### config.mk
export PLATFORM = sky130hd
export DESIGN_NAME = maxpool_2x2_stream_flat
export DESIGN_NICKNAME = d
export VERILOG_FILES = /design/src/rtl/maxpool_2x2_stream_if.sv /design/src/rtl/maxpool_2x2_stream.sv /design/src/flat_wrapper.sv
export SDC_FILE = /design/constraint.sdc
export NUM_CORES = 1
export LEC_CHECK = 0
export CELL_PAD_IN_SITES_DETAIL_PLACEMENT = 1
export CELL_PAD_IN_SITES_GLOBAL_PLACEMENT = 2
export CORE_UTILIZATION = 50
export DETAILED_ROUTE_END_ITERATION = 8
export GPL_TIMING_DRIVEN = 0
export PLACE_DENSITY_LB_ADDON = 0.3
export SYNTH_ARGS = -nofsm -noshare
export SYNTH_HDL_FRONTEND = slang
export SYNTH_SLANG_ARGS = --single-unit
### constraint.sdc
create_clock -name clk -period 10.15 [get_ports clk]
set_input_delay 3.045 -clock clk [delete_from_list [all_inputs] [get_ports clk]]
set_output_delay 3.045 -clock clk [all_outputs]
set_load 0.005 [all_outputs]
### src/rtl/maxpool_2x2_stream_if.sv
// maxpool_2x2_stream_if
//   Handshake bundle between a pixel producer and the 2x2 max-pool stage.
//   master : drives start_signal, pixel_valid, pixel_in; observes the results.
//   slave  : the pooling stage; drives result_valid, result_out, done_signal, busy.
interface maxpool_2x2_stream_if #(
  parameter int DATA_WIDTH = 22
);
  logic                         start_signal;
  logic                         pixel_valid;
  logic signed [DATA_WIDTH-1:0] pixel_in;
  logic                         result_valid;
  logic signed [DATA_WIDTH-1:0] result_out;
  logic                         done_signal;
  logic                         busy;

  modport master (
    output start_signal, pixel_valid, pixel_in,
    input  result_valid, result_out, done_signal, busy
  );

  modport slave (
    input  start_signal, pixel_valid, pixel_in,
    output result_valid, result_out, done_signal, busy
  );
endinterface

### src/rtl/maxpool_2x2_stream.sv
// maxpool_2x2_stream
//   Streaming 2x2 / stride-2 max-pool over a raster-order IMG_HEIGHT x IMG_WIDTH
//   map of signed pixels. Horizontal pairs are reduced on the fly; even-row
//   pair maxima are parked in a half-width line buffer and combined with the
//   odd-row pair maxima to form one pooled output per 2x2 window.
//
// Ports
//   clk      : rising-edge clock
//   rst      : asynchronous active-high reset
//   pool_if  : slave side of maxpool_2x2_stream_if
//              (start_signal, pixel_valid, pixel_in -> result_valid,
//               result_out, done_signal, busy)
//
// Build option
//   MAXPOOL_RELU_EN : when defined, negative pooled values are clamped to 0.
//
// FSM
//   state  | meaning
//   -------+-------------------------------------------------------------
//   S_IDLE | waiting for start_signal; pixel_valid ignored
//   S_RUN  | consuming a frame; leaves on acceptance of the last pixel
module maxpool_2x2_stream #(
  parameter int DATA_WIDTH = 22,
  parameter int IMG_WIDTH  = 30,
  parameter int IMG_HEIGHT = 30
) (
  input logic                 clk,
  input logic                 rst,
  maxpool_2x2_stream_if.slave pool_if
);

  localparam int COL_W = (IMG_WIDTH  > 2) ? $clog2(IMG_WIDTH)  : 1;
  localparam int ROW_W = (IMG_HEIGHT > 2) ? $clog2(IMG_HEIGHT) : 1;
  localparam int HALF  = IMG_WIDTH / 2;
  localparam int IDX_W = (HALF > 1) ? $clog2(HALF) : 1;
  localparam logic [COL_W-1:0] COL_LAST = COL_W'(IMG_WIDTH - 1);
  localparam logic [ROW_W-1:0] ROW_LAST = ROW_W'(IMG_HEIGHT - 1);

  typedef enum logic {S_IDLE, S_RUN} state_t;

  state_t                       state_q, state_d;
  logic [COL_W-1:0]             col_q, col_d;
  logic [ROW_W-1:0]             row_q, row_d;
  logic signed [DATA_WIDTH-1:0] h_first_q, h_first_d;
  logic signed [DATA_WIDTH-1:0] result_q, result_d;
  logic                         result_valid_q, result_valid_d;
  logic                         done_q, done_d;

  // Not reset: every entry is written on an even row before the odd row reads it.
  logic signed [DATA_WIDTH-1:0] line_buf_q [HALF];

  logic                         lb_we;
  logic [IDX_W-1:0]             lb_idx;
  logic signed [DATA_WIDTH-1:0] h_max;
  logic signed [DATA_WIDTH-1:0] lb_rd;
  logic signed [DATA_WIDTH-1:0] v_max;
  logic signed [DATA_WIDTH-1:0] pooled;

  assign lb_idx = IDX_W'(col_q >> 1);
  assign h_max  = (h_first_q >= pool_if.pixel_in) ? h_first_q : pool_if.pixel_in;
  assign lb_rd  = line_buf_q[lb_idx];
  assign v_max  = (lb_rd >= h_max) ? lb_rd : h_max;

`ifdef MAXPOOL_RELU_EN
  assign pooled = v_max[DATA_WIDTH-1] ? '0 : v_max;
`else
  assign pooled = v_max;
`endif

  always_comb begin
    state_d        = state_q;
    col_d          = col_q;
    row_d          = row_q;
    h_first_d      = h_first_q;
    result_d       = result_q;
    result_valid_d = 1'b0;
    done_d         = 1'b0;
    lb_we          = 1'b0;

    case (state_q)
      S_IDLE: begin
        if (pool_if.start_signal) begin
          state_d = S_RUN;
          col_d   = '0;
          row_d   = '0;
        end
      end
      S_RUN: begin
        if (pool_if.pixel_valid) begin
          if (col_q == COL_LAST) begin
            col_d = '0;
            if (row_q == ROW_LAST) begin
              row_d   = '0;
              state_d = S_IDLE;
            end else begin
              row_d = row_q + ROW_W'(1);
            end
          end else begin
            col_d = col_q + COL_W'(1);
          end

          if (!col_q[0]) begin
            h_first_d = pool_if.pixel_in;
          end else if (!row_q[0]) begin
            lb_we = 1'b1;
          end else begin
            result_d       = pooled;
            result_valid_d = 1'b1;
            // The last pixel of the frame always closes the last window.
            done_d         = (col_q == COL_LAST) && (row_q == ROW_LAST);
          end
        end
      end
      default: state_d = S_IDLE;
    endcase
  end

  always_ff @(posedge clk or posedge rst) begin
    if (rst) begin
      state_q        <= S_IDLE;
      col_q          <= '0;
      row_q          <= '0;
      h_first_q      <= '0;
      result_q       <= '0;
      result_valid_q <= 1'b0;
      done_q         <= 1'b0;
    end else begin
      state_q        <= state_d;
      col_q          <= col_d;
      row_q          <= row_d;
      h_first_q      <= h_first_d;
      result_q       <= result_d;
      result_valid_q <= result_valid_d;
      done_q         <= done_d;
    end
  end

  always_ff @(posedge clk) begin
    if (lb_we) begin
      line_buf_q[lb_idx] <= h_max;
    end
  end

  assign pool_if.result_valid = result_valid_q;
  assign pool_if.result_out   = result_q;
  assign pool_if.done_signal  = done_q;
  assign pool_if.busy         = (state_q == S_RUN);

endmodule

### src/flat_wrapper.sv
// flat-port wrapper written by rule: the top's interface ports become plain ports
module maxpool_2x2_stream_flat 
#(
  parameter int DATA_WIDTH = 22,
  parameter int IMG_WIDTH  = 30,
  parameter int IMG_HEIGHT = 30
)
  (clk, rst, pool_if_start_signal, pool_if_pixel_valid, pool_if_pixel_in, pool_if_result_valid, pool_if_result_out, pool_if_done_signal, pool_if_busy);
  maxpool_2x2_stream_if #(.DATA_WIDTH(DATA_WIDTH)) pool_if_i ();
  input logic clk;
  input logic rst;
  input wire logic [$bits(pool_if_i.start_signal)-1:0] pool_if_start_signal;
  input wire logic [$bits(pool_if_i.pixel_valid)-1:0] pool_if_pixel_valid;
  input wire logic [$bits(pool_if_i.pixel_in)-1:0] pool_if_pixel_in;
  output wire logic [$bits(pool_if_i.result_valid)-1:0] pool_if_result_valid;
  output wire logic [$bits(pool_if_i.result_out)-1:0] pool_if_result_out;
  output wire logic [$bits(pool_if_i.done_signal)-1:0] pool_if_done_signal;
  output wire logic [$bits(pool_if_i.busy)-1:0] pool_if_busy;
  assign pool_if_i.start_signal = pool_if_start_signal;
  assign pool_if_i.pixel_valid = pool_if_pixel_valid;
  assign pool_if_i.pixel_in = pool_if_pixel_in;
  assign pool_if_result_valid = pool_if_i.result_valid;
  assign pool_if_result_out = pool_if_i.result_out;
  assign pool_if_done_signal = pool_if_i.done_signal;
  assign pool_if_busy = pool_if_i.busy;
  maxpool_2x2_stream #(.DATA_WIDTH(DATA_WIDTH), .IMG_WIDTH(IMG_WIDTH), .IMG_HEIGHT(IMG_HEIGHT)) u_core (.clk(clk), .rst(rst), .pool_if(pool_if_i));
endmodule
# Word level (Yosys, flattened, before mapping)

Memory sizes are Yosys's and may differ from the RTL's.
Index checks and enable logic that the tools add are counted.

Register bits after elaboration: 57
Bits in writable memories: 330
Input port bits: 26
Output and inout port bits: 25
Word-level logic and storage cells: 53
Memories: 1

Memories:

| name              | depth | bits a word | rd ports | clocked after Yosys merged registers in | write ports | line                     | source |
|---|---|---|---|---|---|---|---|
| u_core.line_buf_q | 15    | 22          | 1        | 0                                       | 1           | maxpool_2x2_stream.sv:50 | `logic signed [DATA_WIDTH-1:0] line_buf_q [HALF];` |

Add/sub/neg operators: 2
Order comparisons: 2
Eq/ne operators: 5
Mux-type cells: 29
Bitwise operators: 2
Reductions and logical operators: 5

Operator list:

| kind                  | count |
|---|---|
| $ge A22 B22 Y1        | 2 |
| $mux W22              | 2 |
| $mux W5               | 6 |
| $pmux W5 S2           | 2 |
| $mux W1               | 18 |
| $add A5 B1 Y5 const B | 2 |
| $eq A5 B5 Y1 const B  | 2 |
| $ne A2 B2 Y1 const B  | 3 |
| $reduce_and A3 Y1     | 2 |
| $reduce_and A4 Y1     | 1 |
| $not A1 Y1            | 2 |
| $pmux W1 S2           | 1 |
| $reduce_and A2 Y1     | 1 |
| $logic_and A1 B1 Y1   | 1 |

# Logic depth before layout (Yosys ltp)

Gate-level depths: netlist of run 1.

Depth after elaboration: 6
Gate-level depth with buffers: 18
Depth with buffers taken out: 16

# Worst setup path after synthesis of run 1

No wires, ideal clock.

Kind: input -> register
From: input port pool_if_pixel_in[17]
To: register u_core.result_q[1] (netlist: u_core.pool_if.result_out[1])
Library setup time: 0.138 ns
Arrival time: 6.684 ns
Data required time: 10.012 ns
Setup slack: 3.327 ns
Stages: 18
Buffers on the path: 2
Cells stage by stage: inv_1 -> ha_1 -> a21oi_1 -> o21bai_1 -> a2111o_1 -> o31ai_1 -> nor3b_2 -> buf_4 -> mux2i_1 -> ha_1 -> a21oi_1 -> o21ai_0 -> a221oi_1 -> o211ai_1 -> mux2_2 -> nand2_1 -> clkbuf_1 -> o211ai_1

Cells in the longest elaborated chain, start to end: 4

RTL lines:

| item                   | line                      | source |
|---|---|---|
| start: declaration     | flat_wrapper.sv:14        | `input wire logic [$bits(pool_if_i.pixel_in)-1:0] pool_if_pixel_in;` |
| $ge A22 B22 Y1         | maxpool_2x2_stream.sv:60  | `assign h_max = (h_first_q >= pool_if.pixel_in) ? h_first_q : pool_if.pixel_in;` |
| $mux W22 (*)           | maxpool_2x2_stream.sv:60  |  |
| $ge A22 B22 Y1         | maxpool_2x2_stream.sv:62  | `assign v_max = (lb_rd >= h_max) ? lb_rd : h_max;` |
| $mux W22 (*)           | maxpool_2x2_stream.sv:62  |  |
| end signal: assignment | maxpool_2x2_stream.sv:132 | `result_q <= result_d;` |
| end: declaration       | maxpool_2x2_stream.sv:45  | `logic signed [DATA_WIDTH-1:0] result_q, result_d;` |

Every way passes the cells marked *; elsewhere a longest branch is shown, timed or not.
A chain may end at the register's enable or synchronous reset.

# Worst setup path in the final report of run 1

From: input port pool_if_pixel_in[21]
To: register u_core.result_q[3] (netlist: u_core.pool_if.result_out[3])

Same word-level chain as after synthesis.

==> results.sh, run 1 <==
export IMPL_root_buffer="clkbuf_16"
export IMPL_clk_pin_slew_ns=0.06
export IMPL_period_needed_ns=8.66
export IMPL_synth_warning_count=0
export IMPL_grt_max_degree=37
export IMPL_min_path_cells=1
export IMPL_vias=9192
export IMPL_place_port_buffers=50
export IMPL_cts_buffers=42
export IMPL_synth_seq_area_share=0.694
export IMPL_grt_ovfl_total=0
export IMPL_hold_start="u_core.row_q[4]"
export IMPL_async_reset_ff_frac=0.147
export IMPL_fp_dieH_um=183
export IMPL_avgSynthCellArea_um2=17.0
export IMPL_slew_headroom=0.237
export IMPL_grt_usage=0.256
export IMPL_fin_skew_ns=0.0247
export IMPL_grt_antenna_before_repair=0
export IMPL_synthToLayoutAreaGrowth_pct=16.0
export IMPL_hp_class="reg -> reg"
export IMPL_first_pass_iters=5
export IMPL_criticalPathCategory="in -> reg"
export IMPL_path_max_fanout=10
export IMPL_cts_hold_buf=0
export IMPL_synth_area_um2=16300
export IMPL_die_area_um2=33400
export IMPL_cp_start_kind="primary input"
export IMPL_leakage_nw=6.67
export IMPL_reg2regPathDepth=17
export IMPL_rr_startpoint="u_core.h_first_q[21]"
export IMPL_drcViolationCount=0
export IMPL_cp_required_ns=10.54
export IMPL_clock_fmax_ghz=0.116
export IMPL_grt_pass1_wl_um=61900
export IMPL_ir_drop_mv=0.148
export IMPL_yosysUniqueCellTypes=43
export IMPL_fin_setup_tns_ns=0
export IMPL_vias_per_cell=5.99
export IMPL_rsz0062_at_grt="no"
export IMPL_drtIter0Drc=752
export IMPL_core_area_um2=31900
export IMPL_cts_tree="done"
export IMPL_hpwl_um=27400
export IMPL_htree_levels=2
export IMPL_ios=51
export IMPL_gp_congestion=0.830
export IMPL_cpMaxStageDelayCell="nor4_1"
export IMPL_setup_viol=0
export IMPL_finalHoldViolCount=0
export IMPL_fin_nets=1142
export IMPL_die_w_um=183
export IMPL_cts_resized=0
export IMPL_synth_cells=962
export IMPL_wl_per_cell_um=26.7
export IMPL_rows=65
export IMPL_end_kind="register"
export IMPL_finalWirelength_um=41000
export IMPL_worst_slack_ns=1.49
export IMPL_grt_pass1_vias=9824
export IMPL_cts_setup_buffers=0
export IMPL_powerDensity_nw_per_um2=284
export IMPL_outcome="finished, final reports clean"
export IMPL_synth_edf_count=330
export IMPL_tightest_slew_ns=1.14
export IMPL_cap_viol_max_count=0
export IMPL_startpoint="pool_if_pixel_in[21]"
export IMPL_synth_seq_cells=387
export IMPL_drive_gt1_frac=0.173
export IMPL_fillers=2880
export IMPL_initial_core_util=0.513
export IMPL_ys_dominant_reg_cell="edfxtp_1"
export IMPL_cts_buffer_depth=3
export IMPL_slowest_delay_ns=0.64
export IMPL_n_antenna_cell=0
export IMPL_ant_nets=0
export IMPL_numClockSinks=387
export IMPL_dp_slack_ns=1.15
export IMPL_slew_violations=0
export IMPL_synth_nets=1036
export IMPL_worstPathCellList="clkdlybuf4s50_1, inv_1, ha_1, nand4_1, nor4_1, o31a_1, nor4_1, nor3b_2, buf_4, mux2i_1, ha_1, a21oi_1, a21boi_0, o31ai_1, o211ai_1, mux2_2, nand2_1, clkbuf_1, o211ai_1"
export IMPL_period_share=0.853
export IMPL_clock_latency_ns=0.55
export IMPL_crit_arrival_ns=9.05
final timing paths:
kind | end | slack (ns)
setup / recovery | u_core.pool_if.result_out[3] | 1.49
hold / removal | u_core.row_q[4] | 0.48
setup reg to reg | u_core.pool_if.result_out[3] | 4.15
hold reg to reg | u_core.row_q[4] | 0.48
max in group asynchronous | u_core.h_first_q[17] | 6.70
min in group asynchronous | u_core.row_q[3] | 2.86
routing by layer:
metal | up-vias | GRT usage | wire, um
met5 | - | 0 | 0
met4 | 0 | 0.0770 | 1010
met3 | 71 | 0.0413 | 2580
met2 | 351 | 0.430 | 20100
met1 | 4767 | 0.346 | 17300
li1 | 4003 | - | -
logic make-up (layout without fill, tap and decap cells):
group / count (synthesis) / after routing / synth area share
adders and majority gates: 48 / 48 / 0.0367
DFF: 387 / 387 / 0.694
AOI/OAI and AO/OA: 134 / 134 / 0.0492
muxes: 136 / 136 / 0.151
and+or+nand+nor: 160 / 160 / 0.0458
buffers and inverters: 97 / 235 / 0.0237
metrics by stage:
stage | area (um2) | power (mW) | util | std cells | hold slack [ns]
after global placement | 17400 | 3.86 | 0.545 | 1447 | 0.473
after global routing | 19000 | 5.63 | 0.595 | 1535 | 0.500
after detailed placement | 17700 | 3.96 | 0.554 | 1459 | 0.479
after CTS | 19000 | 5.41 | 0.595 | 1535 | 0.488
after floorplan | 16300 | 3.29 | - | 962 | 0.447
final | 19000 | 5.38 | 0.595 | 1535 | 0.484
layout by cell type, fill, tap and decap left out, drive strengths merged, types with 2 or more instances in the layout:
| cell | Yosys | layout |
|---|---|---|
| a21boi | 4 | 4 |
| a21oi | 21 | 21 |
| a2bb2oi | 16 | 16 |
| and4 | 8 | 8 |
| buf | 17 | 29 |
| bufinv | 0 | 2 |
| clkbuf | 30 | 83 |
| clkdlybuf4s50 | 0 | 50 |
| clkinv | 0 | 19 |
| clkinvlp | 0 | 2 |
| dfrtp | 57 | 57 |
| edfxtp | 330 | 330 |
| ha | 48 | 48 |
| inv | 50 | 50 |
| mux2 | 4 | 4 |
| mux2i | 44 | 44 |
| mux4 | 88 | 88 |
| nand2 | 86 | 86 |
| nand2b | 6 | 6 |
| nand3 | 11 | 11 |
| nand3b | 5 | 5 |
| nand4 | 8 | 8 |
| nor2 | 18 | 18 |
| nor3 | 10 | 10 |
| nor4 | 2 | 2 |
| o211ai | 6 | 6 |
| o21ai | 72 | 72 |
| o31ai | 6 | 6 |
cell usage after synthesis, types with 16 or more instances:
| master | n | area [um2] |
|---|---|---|
| ha_1 | 48 | 601 |
| edfxtp_1 | 330 | 9910 |
| a21oi_1 | 21 | 105 |
| inv_1 | 50 | 188 |
| nand2_1 | 86 | 323 |
| dfrtp_1 | 57 | 1430 |
| mux2i_1 | 44 | 440 |
| clkbuf_1 | 30 | 113 |
| nor2_1 | 18 | 67.6 |
| a2bb2oi_1 | 16 | 140 |
| mux4_2 | 88 | 1980 |
| o21ai_0 | 57 | 285 |
flip-flops by register name, summed over array words and instances, names as in the netlist:
| name | cells |
|---|---|
| u_core.line_buf_q | 330 |
| u_core.h_first_q | 22 |
| u_core.pool_if.result_valid | 1 |
| u_core.col_q | 5 |
| u_core.pool_if.done_signal | 1 |
| u_core.pool_if.result_out | 22 |
| u_core.pool_if.busy | 1 |
| u_core.row_q | 5 |
power by group:
| group | switching [mW] | leakage (nW) | total (mW) | internal (mW) |
|---|---|---|---|---|
| registers | 0.0694 | 3.68 | 2.05 | 1.98 |
| clock network | 0.612 | 0.628 | 1.45 | 0.835 |
| logic | 1.09 | 2.35 | 1.89 | 0.802 |
| total | 1.77 | 6.67 | 5.38 | 3.61 |
cell type report:
class,instances,area [um2],share of cell area
multi-input cells,478,4710,0.249
flip-flops and latches,387,11300,0.598
inverters,50,188,0.00990
plain buffers,47,199,0.0105
well taps,435,544,0.0287
repair buffers,62,676,0.0356
clock buffers,53,1120,0.0593
clock inverters,23,178,0.00937
worst max-delay path: cells and delay by family:
| family | cells | cell delay, ns |
|---|---|---|
| muxes | 2 | 1.00 |
| buffers and inverters | 4 | 1.33 |
| adders and majority gates | 2 | 0.74 |
| AOI/OAI and AO/OA | 6 | 1.46 |
| and+or+nand+nor | 5 | 1.47 |
Note: power is estimated with default switching activity, not from simulation.
==> inputs of run 2 (changes only) <==
--- a/config.mk
+++ b/config.mk
@@ -5,6 +5,7 @@
 export SDC_FILE = /design/constraint.sdc
 export NUM_CORES = 1
 export LEC_CHECK = 0
+export CAP_MARGIN = 40
 export CELL_PAD_IN_SITES_DETAIL_PLACEMENT = 1
 export CELL_PAD_IN_SITES_GLOBAL_PLACEMENT = 2
 export CORE_UTILIZATION = 50
==> results.sh, run 2 (synthesized netlist as in run 1, its figures left out) <==
export IMPL_finalWirelength_um=41400
export IMPL_grt_use_met3=0.0490
export IMPL_powerDensity_nw_per_um2=285
export IMPL_die_w_um=183
export IMPL_grt_max_degree=36
export IMPL_cp_required_ns=10.55
export IMPL_die_area_um2=33400
export IMPL_cts_resized=0
export IMPL_grt_ovfl_total=0
export IMPL_htree_levels=2
export IMPL_core_area_um2=31900
export IMPL_place_port_buffers=50
export IMPL_first_pass_iters=5
export IMPL_ir_drop_mv=0.156
export IMPL_grt_pass1_wl_um=62400
export IMPL_postLayoutCellArea_um2=19200
export IMPL_drtIter0Drc=836
export IMPL_cp_start_kind="primary input"
export IMPL_cts_hold_buf=0
export IMPL_fp_dieH_um=183
export IMPL_n_antenna_cell=0
export IMPL_vias=9221
export IMPL_combPwrFrac=0.350
export IMPL_synthToLayoutAreaGrowth_pct=17.7
export IMPL_p_sw_mw=1.79
export IMPL_final_common_cell="edfxtp_1"
export IMPL_fin_nets=1157
export IMPL_fin_skew_ns=0.0120
export IMPL_grtUsageMet1=0.342
export IMPL_ios=51
export IMPL_finalHoldViolCount=0
export IMPL_end_kind="register"
export IMPL_cts_setup_buffers=0
export IMPL_switching_share=0.326
export IMPL_largest_register_ffs=330
export IMPL_layout_cells_non_filler=1550
export IMPL_gr_max_usage_layer="met2"
export IMPL_dp_cells=1473
export IMPL_grt_antenna_before_repair=1
export IMPL_vias_per_cell=5.95
export IMPL_slew_violations=0
export IMPL_grt_pass1_vias=10100
export IMPL_met2_usage=0.431
export IMPL_drive_gt1_frac=0.187
export IMPL_p_int_mw=3.69
export IMPL_placed_cell_area_um2=17900
export IMPL_path_max_fanout=10
export IMPL_rr_startpoint="u_core.h_first_q[21]"
export IMPL_fin_setup_tns_ns=0
export IMPL_numClockSinks=387
export IMPL_hold_start="u_core.row_q[4]"
export IMPL_startpoint="pool_if_pixel_in[21]"
export IMPL_gp_congestion=0.830
export IMPL_rows=65
export IMPL_root_buffer="clkbuf_16"
export IMPL_p_clk_frac=0.276
export IMPL_outcome="finished, final reports clean"
export IMPL_cts_buffers=41
export IMPL_tightest_slew_ns=0.958
export IMPL_cap_viol_max_count=0
export IMPL_initial_core_util=0.513
export IMPL_period_share=0.831
export IMPL_wl_per_cell_um=26.7
export IMPL_hp_class="reg -> reg"
export IMPL_clock_latency_ns=0.55
export IMPL_ant_nets=0
export IMPL_period_needed_ns=8.44
export IMPL_grt_usage=0.258
export IMPL_clock_fmax_ghz=0.119
export IMPL_final_cell_mix="edfxtp_1 (330), mux4_2 (88), nand2_1 (86)"
export IMPL_top_register="u_core.line_buf_q"
export IMPL_rsz0062_at_grt="no"
export IMPL_criticalPathCategory="in -> reg"
export IMPL_cts_buffer_depth=3
export IMPL_leakage_nw=6.81
export IMPL_power_frac_seq=0.374
export IMPL_clk_pin_slew_ns=0.06
export IMPL_crit_arrival_ns=8.84
export IMPL_setup_viol=0
export IMPL_hpwl_um=28800
export IMPL_drcViolationCount=0
export IMPL_slew_headroom=0.362
export IMPL_cts_tree="done"
[run 2: cell count changes in the layout (fill, tap and decap cells not counted), moves of 2 or more]
| cell | before | now |
|---|---|---|
| clkinv_1 | 12 | 10 |
| buf_16 | 1 | 4 |
| buf_6 | 6 | 10 |
| bufinv_16 | 2 | 5 |
| buf_4 | 2 | 10 |
| buf_12 | 1 | 4 |
| buf_8 | 4 | 2 |
[run 2: power by group through the flow]
stage	clock [mW]	sequential, mW	combinational [mW]
finish	1.51	2.05	1.92
floorplan	0	2.05	1.24
global placement	0	2.07	1.79
global route	1.58	2.06	2.09
CTS	1.54	2.05	1.92
detailed placement	0	2.08	1.91
[run 2: final timing paths]
check                      slack (ns)                      endpoint  cells past startpoint
setup / recovery                 1.71  u_core.pool_if.result_out[2]                     19
hold / removal                   0.49               u_core.row_q[4]                      1
setup reg to reg                 4.36  u_core.pool_if.result_out[2]                     17
hold reg to reg                  0.49               u_core.row_q[4]                      1
max in group asynchronous        6.70          u_core.h_first_q[15]                      3
min in group asynchronous        2.87               u_core.col_q[3]                      2
[run 2: metal layers]
metal	part of all wire	vias up	wire, um
met5	0.00031	-	13
met4	0.028	2	1160
met3	0.056	83	2310
met2	0.50	310	20500
met1	0.42	4806	17400
li1	-	4020	-
[run 2: layout make-up]
type	count	area (um2)
clock buffers	50	1080
plain buffers	47	199
flip-flops and latches	387	11300
clock inverters	25	274
fillers	2874	12700
inverters	50	188
well taps	435	544
repair buffers	78	893
multi-input cells	478	4710
[run 2: critical path: stages]
cell,delay [ns]
clkdlybuf4s50_1,0.49
inv_1,0.06
ha_1,0.36
nand4_1,0.26
nor4_1,0.58
o31a_1,0.30
nor4_1,0.08
nor3b_2,0.34
buf_4,0.32
mux2i_1,0.57
ha_1,0.37
a21oi_1,0.14
a21boi_0,0.10
o31ai_1,0.48
o211ai_1,0.21
mux2_2,0.38
nand2_1,0.13
clkbuf_1,0.43
o211ai_1,0.17
[run 2: per-stage QoR]
| stage | worst slack, ns | util | hold WS, ns | power [mW] |
|---|---|---|---|---|
| 6_report | 1.71 | 0.603 | 0.489 | 5.47 |
| 5_1_grt | 1.41 | 0.603 | 0.505 | 5.72 |
| 4_1_cts | 1.71 | 0.602 | 0.489 | 5.51 |
| 3_5_place_dp | 1.16 | 0.560 | 0.479 | 3.99 |
| 3_3_place_gp | 1.09 | 0.545 | 0.473 | 3.86 |
| 2_1_floorplan | 3.33 | - | 0.447 | 3.29 |
==> inputs of run 3 (changes only) <==
--- a/config.mk
+++ b/config.mk
@@ -8,7 +8,7 @@
 export CAP_MARGIN = 40
 export CELL_PAD_IN_SITES_DETAIL_PLACEMENT = 1
 export CELL_PAD_IN_SITES_GLOBAL_PLACEMENT = 2
-export CORE_UTILIZATION = 50
+export CORE_UTILIZATION = 47
 export DETAILED_ROUTE_END_ITERATION = 8
 export GPL_TIMING_DRIVEN = 0
 export PLACE_DENSITY_LB_ADDON = 0.3
==> constraint.sdc (replaced) <==
create_clock -name clk -period 8 [get_ports clk]
set_input_delay 2.4 -clock clk [delete_from_list [all_inputs] [get_ports clk]]
set_output_delay 2.4 -clock clk [all_outputs]
set_load 0.005 [all_outputs]
==> results.sh, run 3 (synthesized netlist as in run 1, its figures left out) <==
export IMPL_startpoint="pool_if_pixel_in[21]"
export IMPL_ant_nets=0
export IMPL_slew_violations=0
export IMPL_wl_per_cell_um=26.3
export IMPL_grt_ovfl_total=0
export IMPL_dp_cells=1485
export IMPL_core_area_um2=33900
export IMPL_drcViolationCount=0
export IMPL_largest_register_ffs=330
export IMPL_path_max_fanout=10
export IMPL_finalHoldViolCount=0
export IMPL_leakage_nw=6.75
export IMPL_grt_antenna_before_repair=0
export IMPL_layout_cells_non_filler=1560
export IMPL_min_path_cells=1
export IMPL_root_buffer="clkbuf_16"
export IMPL_powerDensity_nw_per_um2=356
export IMPL_cts_buffers=41
export IMPL_reg2reg_slack_ns=2.33
export IMPL_drive_gt1_frac=0.191
export IMPL_cts_tree="done"
export IMPL_fin_nets=1154
export IMPL_outcome="finished, final reports clean"
export IMPL_cts_setup_buffers=0
export IMPL_cap_viol_max_count=0
export IMPL_rr_startpoint="u_core.h_first_q[21]"
export IMPL_drtIter0Drc=738
export IMPL_gp_congestion=0.797
export IMPL_reg2regPathDepth=17
export IMPL_finalWirelength_um=41100
export IMPL_initial_core_util=0.483
export IMPL_multi_input_area_um2=4740
export IMPL_ir_drop_mv=0.167
export IMPL_fillers=3126
export IMPL_cts_resized=0
export IMPL_top_register="u_core.line_buf_q"
export IMPL_fin_skew_ns=0.0196
export IMPL_n_antenna_cell=0
export IMPL_fp_dieH_um=188
export IMPL_hpwl_um=28300
export IMPL_worst_hold_path_endpoint="u_core.row_q[4]"
export IMPL_clock_latency_ns=0.55
export IMPL_cp_start_kind="primary input"
export IMPL_place_port_buffers=50
export IMPL_grt_max_degree=35
export IMPL_tightest_slew_ns=0.961
export IMPL_rows=67
export IMPL_crit_arrival_ns=8.06
export IMPL_clock_fmax_ghz=0.130
export IMPL_vias_per_cell=5.90
export IMPL_hp_class="reg -> reg"
export IMPL_period_needed_ns=7.67
export IMPL_cts_hold_buf=0
export IMPL_final_cell_mix="edfxtp_1 (330), mux4_2 (88), nand2_1 (86)"
export IMPL_cp_required_ns=8.39
export IMPL_setup_viol=0
export IMPL_first_pass_iters=5
export IMPL_die_w_um=188
export IMPL_grt_usage=0.241
export IMPL_seqCellArea_um2=11300
export IMPL_end_kind="register"
export IMPL_criticalPathCategory="in -> reg"
export IMPL_numClockSinks=387
export IMPL_regToRegEndpoint="u_core.pool_if.result_out[2]"
export IMPL_slew_headroom=0.359
export IMPL_ios=51
export IMPL_htree_levels=2
export IMPL_period_share=0.958
export IMPL_vias=9206
export IMPL_synthToLayoutAreaGrowth_pct=17.5
export IMPL_clk_pin_slew_ns=0.06
export IMPL_rsz0062_at_grt="no"
export IMPL_fin_setup_tns_ns=0
export IMPL_cts_buffer_depth=3
export IMPL_hold_start="u_core.row_q[4]"
export IMPL_final_common_cell="edfxtp_1"
export IMPL_grt_pass1_vias=9905
export IMPL_die_area_um2=35500
export IMPL_grt_pass1_wl_um=62200
[run 3: cell types whose count changed in the layout (fill, tap and decap cells not counted), moves of 3 or more]
cell / delta
mux2i_2: +4
bufinv_16: -3
clkinv_2: +3
buf_6: -8
mux2i_1: -4
[run 3: worst max path at each step]
stage	endpoint	slack, ns
detailed placement	u_core.pool_if.result_out[2]	-0.49
floorplan	u_core.pool_if.result_out[1]	1.82
finish	u_core.pool_if.result_out[2]	0.33
global placement	u_core.pool_if.result_out[3]	-0.46
CTS	u_core.pool_if.result_out[2]	0.06
global route	u_core.pool_if.result_out[2]	0.15
[run 3: per-stage QoR]
step                      instance area (um2)  power, mW  utilization  setup WS [ns]  hold WS (ns)
final                                   19200       6.83        0.567          0.335         0.491
after global routing                    19200       7.16        0.567          0.146         0.517
after CTS                               19200       6.88        0.566         0.0616         0.497
after detailed placement                17900       5.06        0.529         -0.493         0.489
after global placement                  17400       4.94        0.514         -0.460         0.467
after floorplan                         16300       4.17            -           1.82         0.447
[run 3: layout make-up]
class,instances,area share
sequential,387,0.590
inverter,50,0.00977
clock inverter,27,0.0106
clock buffer,48,0.0559
multi-input combinational,478,0.247
tap,448,0.0292
timing repair buffer,75,0.0468
buffer,47,0.0104
[run 3: critical path, stage by stage]
cell             delay [ns]
clkdlybuf4s50_1        0.49
inv_1                  0.06
ha_1                   0.36
nand4_1                0.24
nor4_2                 0.50
o31a_1                 0.27
nor4_1                 0.08
nor3b_2                0.34
buf_4                  0.33
mux2i_1                0.61
ha_1                   0.37
and4_1                 0.21
and4_1                 0.20
o31ai_1                0.15
o211ai_1               0.21
mux2_2                 0.38
nand2_1                0.13
clkbuf_1               0.51
o211ai_1               0.20
[run 3: where the power goes]
| part | leakage (nW) | internal (mW) | total (mW) | switching (mW) |
|---|---|---|---|---|
| registers | 3.68 | 2.51 | 2.60 | 0.0914 |
| clock network | 0.620 | 1.03 | 1.81 | 0.785 |
| logic | 2.45 | 1.04 | 2.42 | 1.38 |
| total | 6.75 | 4.57 | 6.83 | 2.26 |
[run 3: routing by layer]
| metal | GRT usage | vias up | routed length, um | share of wire |
|---|---|---|---|---|
| met5 | 0 | - | 0 | 0 |
| met1 | 0.329 | 4761 | 17300 | 0.42 |
| li1 | - | 4030 | - | - |
| met4 | 0.0695 | 0 | 971 | 0.024 |
| met2 | 0.399 | 344 | 20100 | 0.49 |
| met3 | 0.0421 | 71 | 2720 | 0.066 |
